### config.mk
export PLATFORM = sky130hd
export DESIGN_NAME = nco_tune_ctrl
export DESIGN_NICKNAME = d
export VERILOG_FILES = /design/src/rtl/nco_tune_pkg.sv /design/src/rtl/ascii_hex_decode.sv /design/src/rtl/nco_tune_ctrl.sv
export SDC_FILE = /design/constraint.sdc
export NUM_CORES = 1
export LEC_CHECK = 0
export BUFFER_PORTS_ARGS = -buffer_cell sky130_fd_sc_hd__buf_2
export CORE_ASPECT_RATIO = 1.5
export CORE_MARGIN = 4
export CORE_UTILIZATION = 30
export DETAILED_ROUTE_END_ITERATION = 8
export PLACE_DENSITY = 0.45
export SLEW_MARGIN = 10
export SYNTH_ARGS = -nofsm -noshare
export SYNTH_HDL_FRONTEND = slang
export SYNTH_SLANG_ARGS = --single-unit
export TNS_END_PERCENT = 5
### constraint.sdc
create_clock -name clk -period 5.1 [get_ports clk]
set_input_delay 0.765 -clock clk [delete_from_list [all_inputs] [get_ports clk]]
set_output_delay 0.765 -clock clk [all_outputs]
set_load 0.05 [all_outputs]
### src/rtl/nco_tune_pkg.sv
// Shared types and constants for the NCO tuning controller.
package nco_tune_pkg;

    // Controller states; busy is derived from "not IDLE".
    typedef enum logic [2:0] {
        ST_IDLE,
        ST_HEX,
        ST_SEL,
        ST_APPLY,
        ST_ACK
    } tune_state_t;

    // What APPLY does with the captured operand.
    typedef enum logic [1:0] {
        OP_LOAD,
        OP_ADD,
        OP_SUB
    } tune_op_t;

    // ASCII command characters.
    localparam logic [7:0] CH_LOAD   = 8'h50;  // 'P'
    localparam logic [7:0] CH_SEL    = 8'h53;  // 'S'
    localparam logic [7:0] CH_PLUS   = 8'h2B;  // '+'
    localparam logic [7:0] CH_MINUS  = 8'h2D;  // '-'
    localparam logic [7:0] CH_UP     = 8'h75;  // 'u'
    localparam logic [7:0] CH_DOWN   = 8'h64;  // 'd'

    // Ack bytes returned to the UART transmitter.
    localparam logic [7:0] ACK_OK  = 8'h4B;    // 'K'
    localparam logic [7:0] ACK_ERR = 8'h45;    // 'E'

    // Default tuning constants (136 MHz clock, 64-bit accumulator).
    localparam logic [63:0] DEF_STEP_FINE   = 64'h7B5CA45266E2;     // 1 kHz
    localparam logic [63:0] DEF_STEP_COARSE = 64'h45641C6E59DF0;    // 9 kHz
    localparam logic [63:0] DEF_PRESET0     = 64'h104376A9DD10437;  // 540 kHz
    localparam logic [63:0] DEF_PRESET1     = 64'h19C0268CF359C02;  // 855 kHz
    localparam logic [63:0] DEF_PRESET2     = 64'h1B1B1B1B1B1B1B1;  // 900 kHz
    localparam logic [63:0] DEF_PRESET3     = 64'h28EE0CC5170287A;  // 1359 kHz

endpackage

### src/rtl/ascii_hex_decode.sv
// Combinational ASCII hex digit decoder: '0'-'9', 'A'-'F', 'a'-'f'.
module ascii_hex_decode (
    input  logic [7:0] ascii,
    output logic [3:0] nibble,
    output logic       valid
);

    // Letters share the low nibble pattern 1..6, so add 9 to reach 10..15.
    always_comb begin
        nibble = 4'd0;
        valid  = 1'b0;
        if (ascii >= 8'h30 && ascii <= 8'h39) begin
            nibble = ascii[3:0];
            valid  = 1'b1;
        end else if ((ascii >= 8'h41 && ascii <= 8'h46) ||
                     (ascii >= 8'h61 && ascii <= 8'h66)) begin
            nibble = ascii[3:0] + 4'd9;
            valid  = 1'b1;
        end
    end

endmodule

### src/rtl/nco_tune_ctrl.sv
// UART command sequencer for the carrier NCO phase increment.
//
// Handshake: rx_dv is a one-cycle strobe qualifying rx_byte; tx_dv is a
// one-cycle strobe qualifying tx_byte, issued only on an edge where
// tx_active was sampled low. inc_valid pulses for the cycle after phase_inc
// takes a new value.
module nco_tune_ctrl
    import nco_tune_pkg::*;
#(
    parameter int unsigned TIMEOUT_CYCLES = 13_600_000,
    parameter logic [63:0] STEP_FINE      = DEF_STEP_FINE,
    parameter logic [63:0] STEP_COARSE    = DEF_STEP_COARSE,
    parameter logic [63:0] PRESET0        = DEF_PRESET0,
    parameter logic [63:0] PRESET1        = DEF_PRESET1,
    parameter logic [63:0] PRESET2        = DEF_PRESET2,
    parameter logic [63:0] PRESET3        = DEF_PRESET3
) (
    input  logic        clk,
    input  logic        reset,
    input  logic        rx_dv,
    input  logic [7:0]  rx_byte,
    input  logic        tx_active,
    output logic        tx_dv,
    output logic [7:0]  tx_byte,
    output logic [63:0] phase_inc,
    output logic        inc_valid,
    output logic        busy
);

    localparam int GAP_W = $clog2(TIMEOUT_CYCLES + 1);

    tune_state_t      state, next_state;
    tune_op_t         op, op_d;
    logic [63:0]      operand, operand_d;   // hex shadow, preset or step
    logic [3:0]       nib_cnt;
    logic [GAP_W-1:0] gap_cnt;
    logic             ack_err;
    logic             ld_operand, nib_inc, err_set, apply_en, tx_fire;
    logic             in_cmd, timeout, sub_mode;
    logic [3:0]       hex_nib;
    logic             hex_ok;
    logic [64:0]      addend, sum;

    ascii_hex_decode u_hex (
        .ascii  (rx_byte),
        .nibble (hex_nib),
        .valid  (hex_ok)
    );

    // Single 65-bit add/subtract; bit 64 is carry-out for '+' and borrow
    // (phase_inc < step) for '-'.
    assign sub_mode = (op == OP_SUB);
    assign addend   = sub_mode ? ~{1'b0, operand} : {1'b0, operand};
    assign sum      = {1'b0, phase_inc} + addend + {64'd0, sub_mode};

    assign in_cmd  = (state == ST_HEX) || (state == ST_SEL);
    assign timeout = in_cmd && !rx_dv && (gap_cnt == GAP_W'(TIMEOUT_CYCLES - 1));

    // State register.
    always_ff @(posedge clk) begin
        if (reset) state <= ST_IDLE;
        else       state <= next_state;
    end

    // Next-state and per-cycle control decode.
    always_comb begin
        next_state = state;
        op_d       = OP_LOAD;
        operand_d  = '0;
        ld_operand = 1'b0;
        nib_inc    = 1'b0;
        err_set    = 1'b0;
        apply_en   = 1'b0;
        tx_fire    = 1'b0;
        unique case (state)
            ST_IDLE: begin
                if (rx_dv) begin
                    case (rx_byte)
                        CH_LOAD: begin
                            next_state = ST_HEX;
                            ld_operand = 1'b1;
                        end
                        CH_SEL: next_state = ST_SEL;
                        CH_PLUS: begin
                            next_state = ST_APPLY;
                            ld_operand = 1'b1;
                            op_d       = OP_ADD;
                            operand_d  = STEP_COARSE;
                        end
                        CH_MINUS: begin
                            next_state = ST_APPLY;
                            ld_operand = 1'b1;
                            op_d       = OP_SUB;
                            operand_d  = STEP_COARSE;
                        end
                        CH_UP: begin
                            next_state = ST_APPLY;
                            ld_operand = 1'b1;
                            op_d       = OP_ADD;
                            operand_d  = STEP_FINE;
                        end
                        CH_DOWN: begin
                            next_state = ST_APPLY;
                            ld_operand = 1'b1;
                            op_d       = OP_SUB;
                            operand_d  = STEP_FINE;
                        end
                        default: ;
                    endcase
                end
            end
            ST_HEX: begin
                if (rx_dv) begin
                    if (hex_ok) begin
                        ld_operand = 1'b1;
                        operand_d  = {operand[59:0], hex_nib};
                        nib_inc    = 1'b1;
                        if (nib_cnt == 4'd15) next_state = ST_APPLY;
                    end else begin
                        next_state = ST_ACK;
                        err_set    = 1'b1;
                    end
                end else if (timeout) begin
                    next_state = ST_ACK;
                    err_set    = 1'b1;
                end
            end
            ST_SEL: begin
                if (rx_dv) begin
                    if (rx_byte[7:2] == 6'b001100) begin
                        next_state = ST_APPLY;
                        ld_operand = 1'b1;
                        case (rx_byte[1:0])
                            2'd0:    operand_d = PRESET0;
                            2'd1:    operand_d = PRESET1;
                            2'd2:    operand_d = PRESET2;
                            default: operand_d = PRESET3;
                        endcase
                    end else begin
                        next_state = ST_ACK;
                        err_set    = 1'b1;
                    end
                end else if (timeout) begin
                    next_state = ST_ACK;
                    err_set    = 1'b1;
                end
            end
            ST_APPLY: begin
                apply_en   = 1'b1;
                next_state = ST_ACK;
            end
            ST_ACK: begin
                if (!tx_active) begin
                    tx_fire    = 1'b1;
                    next_state = ST_IDLE;
                end
            end
            default: next_state = ST_IDLE;
        endcase
    end

    // Datapath: operand shadow, counters, phase increment and ack outputs.
    always_ff @(posedge clk) begin
        if (reset) begin
            phase_inc <= PRESET0;
            inc_valid <= 1'b0;
            tx_dv     <= 1'b0;
            tx_byte   <= ACK_OK;
            busy      <= 1'b0;
            op        <= OP_LOAD;
            operand   <= '0;
            nib_cnt   <= '0;
            gap_cnt   <= '0;
            ack_err   <= 1'b0;
        end else begin
            inc_valid <= 1'b0;
            tx_dv     <= tx_fire;
            busy      <= (next_state != ST_IDLE) || tx_fire;
            if (ld_operand) begin
                operand <= operand_d;
                op      <= op_d;
            end
            if (state == ST_IDLE)  nib_cnt <= '0;
            else if (nib_inc)      nib_cnt <= nib_cnt + 4'd1;
            if (rx_dv || !in_cmd)  gap_cnt <= '0;
            else                   gap_cnt <= gap_cnt + 1'b1;
            if (err_set) ack_err <= 1'b1;
            if (apply_en) begin
                if (op != OP_LOAD && sum[64]) begin
                    ack_err <= 1'b1;
                end else begin
                    ack_err   <= 1'b0;
                    phase_inc <= (op == OP_LOAD) ? operand : sum[63:0];
                    inc_valid <= 1'b1;
                end
            end
            if (tx_fire) tx_byte <= ack_err ? ACK_ERR : ACK_OK;
        end
    end

endmodule

==> results by stage <==
Run status:
- The run finished with clean final reports.

Synth:
- The number of enable-type register cells in the synthesized netlist is 0.
- In this run, synthesis produced a sequential element count of ~170.
- The synthesized area per cell is ~7.5 um2.
- The number of different library cells in the post-synthesis netlist is 80.
- The most used flip-flop cell after synthesis is dfxtp_1.
- Sequential cells were found to cover 27.6% of the synthesized design area.
- The number of warnings issued by yosys is 0.
- The number of cells produced by synthesis is between 1,500 and 2,000.
- The share of async-settable or async-resettable flops after synthesis is 0%.
- In this run the cell area of the synthesized design comes to roughly 12,000 um2.

Worst setup path:
- The endpoint type of the worst setup path is a register.
- The worst register-to-register path begins at op[0].
- By instance count, the cell type seen most on the critical path is buf_12.
- The kind of launch point of the worst setup path is a register.
- Along the worst path, the maximum fanout reaches 58.
- The signal on the critical path passes through nand2b_4, buf_12, xnor2_1, inv_1, fa_1, nand2b_1, a21oi_1, o211ai_1, a31oi_1, nor3_2, o21ai_1, mux2_4, buf_12, nor2_1, a311oi_1.
- The setup path with the least slack is of type reg -> reg.
- The first element of the critical path is op[0].
- The maximum single-stage delay on the critical path is around 0.57 ns.
- For the worst setup path, the data arrival time is approximately 4.9 ns.
- The data required time of the worst path is roughly 5.5 ns.
- The slowest stage of the critical path belongs to the cell mux2_4.

Routing:
- The average routed wire per standard cell is 21.1 um.
- The number of search-and-repair iterations in the first detailed-routing pass is 7.
- The detailed router placed 12,100 vias in this run.
- The first routing iteration left approximately 700 violations.
- Summed over all layers, the routed wires come to between 40,000 and 50,000 um.
- The detail route stage leaves a number of antenna-violating nets equal to 0.
- The number of DRC violations after detailed routing is 0.
- The per-cell via count in the routed design is about 5.6.

Finish:
- Leaving out fill and tap cells, the most frequent cell in the layout is nand2_1.
- Once layout is complete, the utilization of the core stands at approximately a third.
- The final layout net count is roughly 1,700.
- The final-layout fill cell count is 4,286.
- The area overhead of the layout relative to synthesis is 11.6%.
- 0 antenna diodes ended up in the layout.
- The fraction of final layout cells sized beyond drive strength 1 is 9.87%.
- Leaving out fill and tap cells, the most frequent cells in the layout are 191 x nand2_1, 181 x nor2_1, 167 x dfxtp_1, 135 x a21oi_1, 95 x xnor2_1.

CTS:
- After clock tree synthesis, the clock-pin slew on the worst setup and hold paths is 0.08 ns.
- The TritonCTS clock tree is built.
- The number of levels the H-tree was split into is 4.
- The clock latency of the later-clocked register in the worst-skew pair is around 0.46 ns.
- The CTS sink count is about 170.
- The worst-case clock buffer depth is 2.
- The number of clock buffers inserted by TritonCTS is 17.
- Post-CTS timing repair inserted 0 buffers for setup.
- In this run, post-CTS repair resized a total of 0 instances.
- The root buffer cell chosen for the clock tree is clkbuf_16.
- The total of hold buffers inserted after clock tree synthesis is 0.

Power and ir drop:
- The maximum vdd drop is between 0.2 and 0.25 mV.
- The net switching power figure is a little under 0.8 mW.
- The portion of total power attributed to the clock network is about half.
- The internal cell power is approximately 2.0 mW.
- The share of total power dissipated in sequential elements is between 40% and 50%.
- The leakage power is between 5 and 6 nW.
- The combinational power share is under 10%.
- The fraction of power spent switching nets is roughly 28%.
- In this run the power density over the cells is 206 nW/um2.

Floorplanning:
- The floorplan step defined a core boundary enclosing 40,100 um2.
- The floorplan has 90 rows.
- The height of the chip is roughly 250 um.
- The die is 172 um wide.
- During I/O placement, the number of pins put on the boundary was 87.
- The initial core utilization is between 30% and 40%.
- The floorplan step defined a die boundary enclosing 43,800 um2.

Global routing:
- Across every metal layer, demand over resource in global routing totals between 20% and 30%.
- The total overflow reported by the global router is 0.
- The first global-routing pass estimated between 70,000 and 80,000 um of wire.
- The initial antenna violation count is 0.
- Entering global routing, the biggest net connects 60 pins.
- The via count of the first global-routing pass is around 12,000.

Timing:
- The transition at the pin with the smallest max-transition slack is between 1 and 1.5 ns.
- The maximum clock skew at final layout is ~0.014 ns.
- Setup violations remaining at the end of the flow were counted as 0.
- The final hold violation count came to 0.
- Setup repair after global routing left no endpoint under its margin.
- The post-route clock period utilization is between 80 and 90%.
- Based on the critical path, the design can be clocked at up to 0.220 GHz.
- The setup TNS is 0 ns.
- The count of final max-slew check failures is 0.
- After layout, the minimum clock period comes to 4.55 ns.
- The relative max-transition margin is 28.3%.

Worst hold path:
- The startpoint identified for the worst hold timing path is gap_cnt[0].
- The path class of the tightest hold or removal check is reg -> reg.

Flow run:
- The number of maximum-capacitance constraint violations is 0.

Placement:
- The HPWL after detailed placement is roughly 35,000 um.
- In this run the tool buffered the top-level ports with between 80 and 90 buffer cells.
- Routability-driven placement finished with a final weighted congestion of around 0.9.
## sequential cells by signal (all words and copies together) (netlist names), 2 cells and up
| signal | flops |
|---|---|
| phase_inc | 64 |
| state | 3 |
| op | 2 |
| operand | 64 |
| tx_byte | 2 |
| nib_cnt | 4 |
| gap_cnt | 24 |
## cell families (layout without fill, tap and decap cells)
family,after synthesis,in the layout,share of synthesized area [%]
mux,11,11,0.990
buf+inv,146,167,4.96
simple gates,608,608,23.3
xor+xnor,124,124,8.95
other cells,2,5,0.0619
fa+ha+maj,74,74,7.69
compound gates,485,485,26.5
flops,167,167,27.6
## stage by stage
step	instance area, um2	power (mW)	instances	hold WS (ns)	setup slack, ns
2_1_floorplan	12100	1.43	1620	0.426	1.18
3_3_place_gp	12900	1.47	2115	0.443	0.667
3_5_place_dp	12900	1.47	2115	0.456	0.540
4_1_cts	13500	2.84	2147	0.475	0.509
5_1_grt	13500	2.90	2147	0.521	0.121
6_report	13500	2.80	2147	0.478	0.551
## per-layer routing
layer | GRT usage [%] | part of all wire, % | vias up
li1 | - | - | 5917
met1 | 23.5 | 40 | 5791
met2 | 37.8 | 52 | 286
met3 | 2.79 | 3.2 | 91
met4 | 9.19 | 4.6 | 0
met5 | 0 | 0 | -
## worst paths after layout
kind                            slack [ns]       endpoint  depth (start not counted)
worst max-delay path                  0.55  phase_inc[36]                         15
worst min-delay path                  0.48     gap_cnt[0]                          1
worst max register to register        0.55  phase_inc[36]                         15
worst min register to register        0.48     gap_cnt[0]                          1
## power groups by stage
stage	clock (mW)	sequential (mW)	combinational, mW
5_1_grt	1.44	1.31	0.144
4_1_cts	1.39	1.31	0.132
2_1_floorplan	0	1.34	0.0939
3_3_place_gp	0	1.34	0.132
6_report	1.35	1.31	0.131
3_5_place_dp	0	1.34	0.132
## critical path, delay by kind of cell (launching register included)
family / cells / cell delay [ns]
muxes: 1 / 0.57
xor gates and xnor gates: 1 / 0.17
AOI/OAI and AO/OA: 5 / 1.51
adders and majority gates: 1 / 0.40
buffers and inverters: 3 / 0.60
and+or+nand+nor: 4 / 0.62
DFF: 1 / 0.49
## final cells by class
type | count | area [um2] | area share, %
Tap cell | 506 | 633 | 4.67
Timing Repair Buffer | 100 | 601 | 4.43
Multi-Input combinational cell | 1307 | 8230 | 60.8
Clock inverter | 15 | 179 | 1.32
Sequential cell | 167 | 3340 | 24.7
Inverter | 35 | 131 | 0.970
Clock buffer | 17 | 425 | 3.14
## synth_stat cells, types with 29 or more instances
cell,number,area (um2)
nand2_1,191,717
nor2_1,183,687
dfxtp_1,167,3340
a21oi_1,135,676
xnor2_1,95,832
o21ai_0,88,440
clkbuf_1,75,282
ha_1,73,913
nand3_1,43,215
nor3_1,41,205
a31oi_1,36,225
inv_1,35,131
nand4_1,30,188
xor2_1,29,254
Power figures use the tool's default switching activity.
